$ cat src/rtl/servo_waypoint_seq.sv
// Waypoint sequencer for one servo channel: it steps through up to 16 (angle, dwell)
// waypoints and drives the target angle of the slew stage, waiting for settle and dwell.
module servo_waypoint_seq #(
    parameter int unsigned STEP_CYCLES = 32768,
    parameter int unsigned DWELL_TICK  = 50000,
    parameter int unsigned INIT_ANGLE  = 100
) (
    input  logic        iClk,
    input  logic        iRst,
    input  logic        iWrEn,
    input  logic [3:0]  iWrAddr,
    input  logic [9:0]  iWrAngle,
    input  logic [15:0] iWrDwell,
    input  logic [4:0]  iLen,
    input  logic        iLoop,
    input  logic        iStart,
    input  logic        iStop,
    output logic [9:0]  oAngle,
    output logic [3:0]  oIdx,
    output logic        oBusy,
    output logic        oDone,
    output logic        oWrErr
);

    typedef enum logic [2:0] {
        S_IDLE,
        S_LOAD,
        S_MOVE,
        S_DWELL,
        S_NEXT
    } state_t;

    state_t      state_reg, state_next;
    logic [3:0]  idx_reg, idx_next;
    logic [4:0]  len_reg, len_next;
    logic [31:0] cnt_reg, cnt_next;
    logic [9:0]  angle_reg, angle_next;
    logic        done_reg, done_next;
    logic        wr_err_reg, wr_err_next;

    logic [9:0]  wp_angle [16];
    logic [15:0] wp_dwell [16];

    logic        wr_ok;
    logic [9:0]  wr_angle;
    logic [9:0]  cur_angle;
    logic [15:0] cur_dwell;
    logic [9:0]  angle_diff;
    logic [23:0] move_cycles;
    logic [31:0] dwell_cycles;

    // Waypoint table is deliberately left out of reset so a reset keeps the program.
    assign wr_ok    = iWrEn && (state_reg == S_IDLE);
    assign wr_angle = (iWrAngle > 10'd180) ? 10'd180 : iWrAngle;

    always_ff @(posedge iClk) begin
        if (wr_ok) begin
            wp_angle[iWrAddr] <= wr_angle;
            wp_dwell[iWrAddr] <= iWrDwell;
        end
    end

    assign cur_angle    = wp_angle[idx_reg];
    assign cur_dwell    = wp_dwell[idx_reg];
    assign angle_diff   = (cur_angle >= angle_reg) ? (cur_angle - angle_reg)
                                                   : (angle_reg - cur_angle);
    assign move_cycles  = 24'(angle_diff) * 24'(STEP_CYCLES);
    assign dwell_cycles = 32'(cur_dwell) * 32'(DWELL_TICK);

    always_ff @(posedge iClk) begin
        if (iRst) begin
            state_reg  <= S_IDLE;
            idx_reg    <= '0;
            len_reg    <= '0;
            cnt_reg    <= '0;
            angle_reg  <= 10'(INIT_ANGLE);
            done_reg   <= 1'b0;
            wr_err_reg <= 1'b0;
        end else begin
            state_reg  <= state_next;
            idx_reg    <= idx_next;
            len_reg    <= len_next;
            cnt_reg    <= cnt_next;
            angle_reg  <= angle_next;
            done_reg   <= done_next;
            wr_err_reg <= wr_err_next;
        end
    end

    always_comb begin
        state_next  = state_reg;
        idx_next    = idx_reg;
        len_next    = len_reg;
        cnt_next    = cnt_reg;
        angle_next  = angle_reg;
        done_next   = 1'b0;
        wr_err_next = iWrEn && (state_reg != S_IDLE);

        case (state_reg)
            S_IDLE: begin
                if (iStart && !iStop && (iLen != 5'd0)) begin
                    state_next = S_LOAD;
                    idx_next   = '0;
                    len_next   = (iLen > 5'd16) ? 5'd16 : iLen;
                end
            end
            S_LOAD: begin
                angle_next = cur_angle;
                cnt_next   = {8'd0, move_cycles};
                state_next = S_MOVE;
            end
            S_MOVE: begin
                if (cnt_reg == 32'd0) begin
                    cnt_next   = dwell_cycles;
                    state_next = S_DWELL;
                end else begin
                    cnt_next = cnt_reg - 32'd1;
                end
            end
            S_DWELL: begin
                if (cnt_reg == 32'd0) begin
                    state_next = S_NEXT;
                end else begin
                    cnt_next = cnt_reg - 32'd1;
                end
            end
            S_NEXT: begin
                if ({1'b0, idx_reg} < (len_reg - 5'd1)) begin
                    idx_next   = idx_reg + 4'd1;
                    state_next = S_LOAD;
                end else if (iLoop) begin
                    idx_next   = '0;
                    state_next = S_LOAD;
                end else begin
                    state_next = S_IDLE;
                    done_next  = 1'b1;
                end
            end
            default: state_next = S_IDLE;
        endcase

        // Abort wins over everything; the slew target stays where it was.
        if (iStop && (state_reg != S_IDLE)) begin
            state_next = S_IDLE;
            angle_next = angle_reg;
            cnt_next   = '0;
            done_next  = 1'b0;
        end
    end

    assign oAngle = angle_reg;
    assign oIdx   = idx_reg;
    assign oBusy  = (state_reg != S_IDLE);
    assign oDone  = done_reg;
    assign oWrErr = wr_err_reg;

endmodule

$ cat config.mk
export PLATFORM = sky130hd
export DESIGN_NAME = servo_waypoint_seq
export DESIGN_NICKNAME = d
export VERILOG_FILES = /design/src/rtl/servo_waypoint_seq.sv
export SDC_FILE = /design/constraint.sdc
export NUM_CORES = 1
export LEC_CHECK = 0
export CELL_PAD_IN_SITES_DETAIL_PLACEMENT = 0
export CELL_PAD_IN_SITES_GLOBAL_PLACEMENT = 1
export CORE_MARGIN = 4
export CORE_UTILIZATION = 45
export CTS_CLUSTER_DIAMETER = 200
export CTS_CLUSTER_SIZE = 10
export DETAILED_ROUTE_END_ITERATION = 8
export GPL_TIMING_DRIVEN = 0
export PLACE_DENSITY = 0.68
export SYNTH_ARGS = -nofsm -noshare
export SYNTH_HDL_FRONTEND = slang
export SYNTH_SLANG_ARGS = --single-unit
$ cat constraint.sdc
create_clock -name iClk -period 14.7 [get_ports iClk]
set_clock_uncertainty 0.05 [all_clocks]
set_input_delay 2.205 -clock iClk [delete_from_list [all_inputs] [get_ports iClk]]
set_output_delay 2.205 -clock iClk [all_outputs]
set_load 0.005 [all_outputs]
==> metrics.md <==
| Metric | Value |
|---|---|
| Status | completed |
| CORE AREA | ~51000 um2 |
| GP Congestion | 0.850 |
| RR Endpoint | cnt_reg[29] |
| Core Rows | 83 |
| Cell Pwr Density | about 120 nW/um2 |
| Worst hold endpoint | oAngle[8] |
| Pwr Total | just over 3 mW |
| Drt pass-1 iters | 5 |
| Worst Setup Path Type | reg -> reg |
| R2r worst-path depth | 23 |
| P&R area growth vs syn | 15.2% |
| DR WL/cell | about 24 um |
| H-tree levels | 2 |
| Post-synthesis cell area | 23300 um2 |
| Max reg flops | 256 |
| Total track usage | 20.5% |
| Worst Max-Slew Pin Slew | 1.18 ns |
| Nets@finish | 1931 |
| Port-buffer cells | 57 |
| Slew margin rel. | 21.2% |
| Clock slew at reported path FFs | 0.06 ns |
| CTS tree | done |
| Post-CTS Hold Buffers | 0 |
| Avg Inst Size Synth | 15.0 um2 |
| Antenna viol nets, final | 0 |
| Clk Tree Root Cell | clkbuf_16 |
| Total global routing overflow | 0 |
| Die Y | 236 um |
| Vias/cell | 5.73 |
| Clock Tree Buf Depth | 3 |
| Number of synthesized flops with an enable pin | between 400 and 500 |
| Sequential share of the synthesized area | between 50 and 60% |
| Crit end category | flop |
| Routed wire length | between 50 and 60 mm |
| Share of layout cells above drive strength 1 | 14.9% |
| Most frequent cells in the layout | edfxtp_1 (416), ha_1 (135), mux4_2 (130), inv_1 (129), a21oi_1 (73) |
| Crit path DAT | 9.25 ns |
| Crit path launch type | flop |
| Synth Flop Type | edfxtp_1 |
| Diodes inserted | 0 |
| Hold Crit Class | reg -> reg |
| First-pass GRT wire length | approximately 87 mm |
| Final Critical Period | 8.83 ns |
| Most common cell after layout, fill and taps aside | edfxtp_1 |
| Post-CTS setup buffers | 0 |
| Clock sink total | around 480 |
| MaxCap Viol Count | 0 |
| Post-synth top area share | a little over half |
| Via count | around 14000 |
| Setup TNS | 0 ns |
| Start point of the worst hold path | oAngle[8] |
| Die area | 55500 um2 |
| R2R Setup Slk | 5.87 ns |
| Period utilisation layout | roughly three fifths |
| Max Fanout on Critical Path | 10 |
| Synthesized flop and latch total | 476 |
| Async set or reset register ratio after synthesis | 0% |
| DRC violation count after routing | 0 |
| RSZ-0062 raised after global routing | false |
| Final setup viols | 0 |
| Via count of the first global-routing pass | 14100 |
| Largest net degree at the start of global routing | 21 |
| # IOs | between 50 and 60 |
| Worst Path Required | 15.12 ns |
| Slew Limit Fails | 0 |
| Initial core utilization | 45.4% |
| Chip Width | 236 um |
| Initial antenna violation count | 3 |
| Worst-skew pair later-pin latency | 0.61 ns |
| DP Wirelength | 39.8 mm |
| Leakage power | 9.36 nW |
| Largest cells by area after synthesis | edfxtp_1 (54%), mux4_2 (13%), ha_1 (7.3%) |
| Hold path depth | 2 |
| YS warnings | 0 |
| F_max | 113 MHz |
| Total CTS buffers | 53 |
| DRT iter0 DRCs | 1061 |
| CTS resizes | 0 |
| Synth cell types | between 60 and 70 |
| Final hold violation count | 0 |
| Peak VDD IR | 0.0961 mV |
| Post-Synthesis Cells | 1550 |
| Synth area leader | edfxtp_1 |
critical path: stages (launching register included):
cell       delay (ns)
dfxtp_1          0.31
clkbuf_1         0.32
buf_2            0.40
clkbuf_1         0.61
buf_1            0.91
mux4_2           0.62
mux4_2           0.64
ha_1             0.41
xor2_1           0.33
xor2_1           0.12
ha_1             0.20
a31o_2           0.24
fa_1             0.51
inv_1            0.06
fa_1             0.53
inv_1            0.04
ha_1             0.36
a2111oi_0        0.38
o21ai_0          0.26
a211oi_1         0.44
a21oi_1          0.21
a221oi_1         0.32
xor2_1           0.27
o22ai_1          0.13
kinds of logic (layout without fill, tap and decap cells):
kind of cell | after synthesis | in the layout | synth area share, %
flip-flops | 476 | 476 | 58.8
AND/OR/NAND/NOR | 289 | 289 | 6.29
AO/OA/AOI/OAI | 237 | 237 | 6.40
buffers and inverters | 184 | 329 | 3.10
adder cells (fa/ha/maj) | 173 | 173 | 10.5
multiplexers | 140 | 140 | 13.0
XOR/XNOR | 50 | 50 | 1.88
other | 1 | 32 | 0.0161
how the worst max path moves through the flow:
stage             endpoint  depth (start not counted)  slack [ns]
5_1_grt        cnt_reg[29]                         23        5.24
2_1_floorplan  cnt_reg[27]                         22        7.50
4_1_cts        cnt_reg[29]                         23        5.67
3_3_place_gp   cnt_reg[29]                         23        5.73
6_report       cnt_reg[29]                         23        5.87
3_5_place_dp   cnt_reg[29]                         23        5.74
power breakdown:
group          switching, mW  total (mW)  leakage, nW  internal, mW
sequential            0.0154        1.51         4.22          1.50
clock                  0.500        1.16        0.704         0.662
combinational          0.262       0.418         4.43         0.156
layout make-up:
| cell class | count | area, um2 |
|---|---|---|
| fillers | 4289 | 24500 |
| flip-flops and latches | 476 | 13700 |
| multi-input cells | 921 | 9100 |
| clock buffers | 60 | 1350 |
| repair buffers | 81 | 1020 |
| well taps | 680 | 851 |
| inverters | 129 | 484 |
| plain buffers | 55 | 238 |
| clock inverters | 4 | 96.3 |
layer usage:
metal / vias to the layer above / wire length (um) / track usage, %
met5: - / 16 / 0
met4: 4 / 1100 / 4.88
met3: 72 / 2500 / 3.27
met2: 355 / 28300 / 34.9
met1: 7108 / 24900 / 28.0
li1: 6248 / - / -
through the flow:
stage / area [um2] / hold WS, ns / instances / utilization (%) / worst slack (ns)
detailed placement: 25400 / 0.429 / 2342 / 49.5 / 5.74
global placement: 24800 / 0.422 / 2318 / 48.4 / 5.73
CTS: 26800 / 0.434 / 2406 / 52.3 / 5.67
floorplan: 23400 / 0.414 / 1581 / - / 7.50
global route: 26800 / 0.463 / 2406 / 52.3 / 5.24
finish: 26800 / 0.432 / 2406 / 52.3 / 5.87
cells in the mapped netlist (all sizes together) (12+ instances only):
| master | number |
|---|---|
| fa | 38 |
| xor2 | 25 |
| xnor2 | 25 |
| nand2b | 13 |
| inv | 129 |
| o21a | 14 |
| nand2 | 66 |
| edfxtp | 416 |
| a21o | 12 |
| ha | 135 |
| nor2 | 83 |
| nand3 | 15 |
| nor4 | 13 |
| dfxtp | 60 |
| clkbuf | 39 |
| buf | 16 |
| a21oi | 73 |
| nor3 | 36 |
| mux4 | 130 |
| o21ai | 62 |
Power figures use the tool's default switching activity.
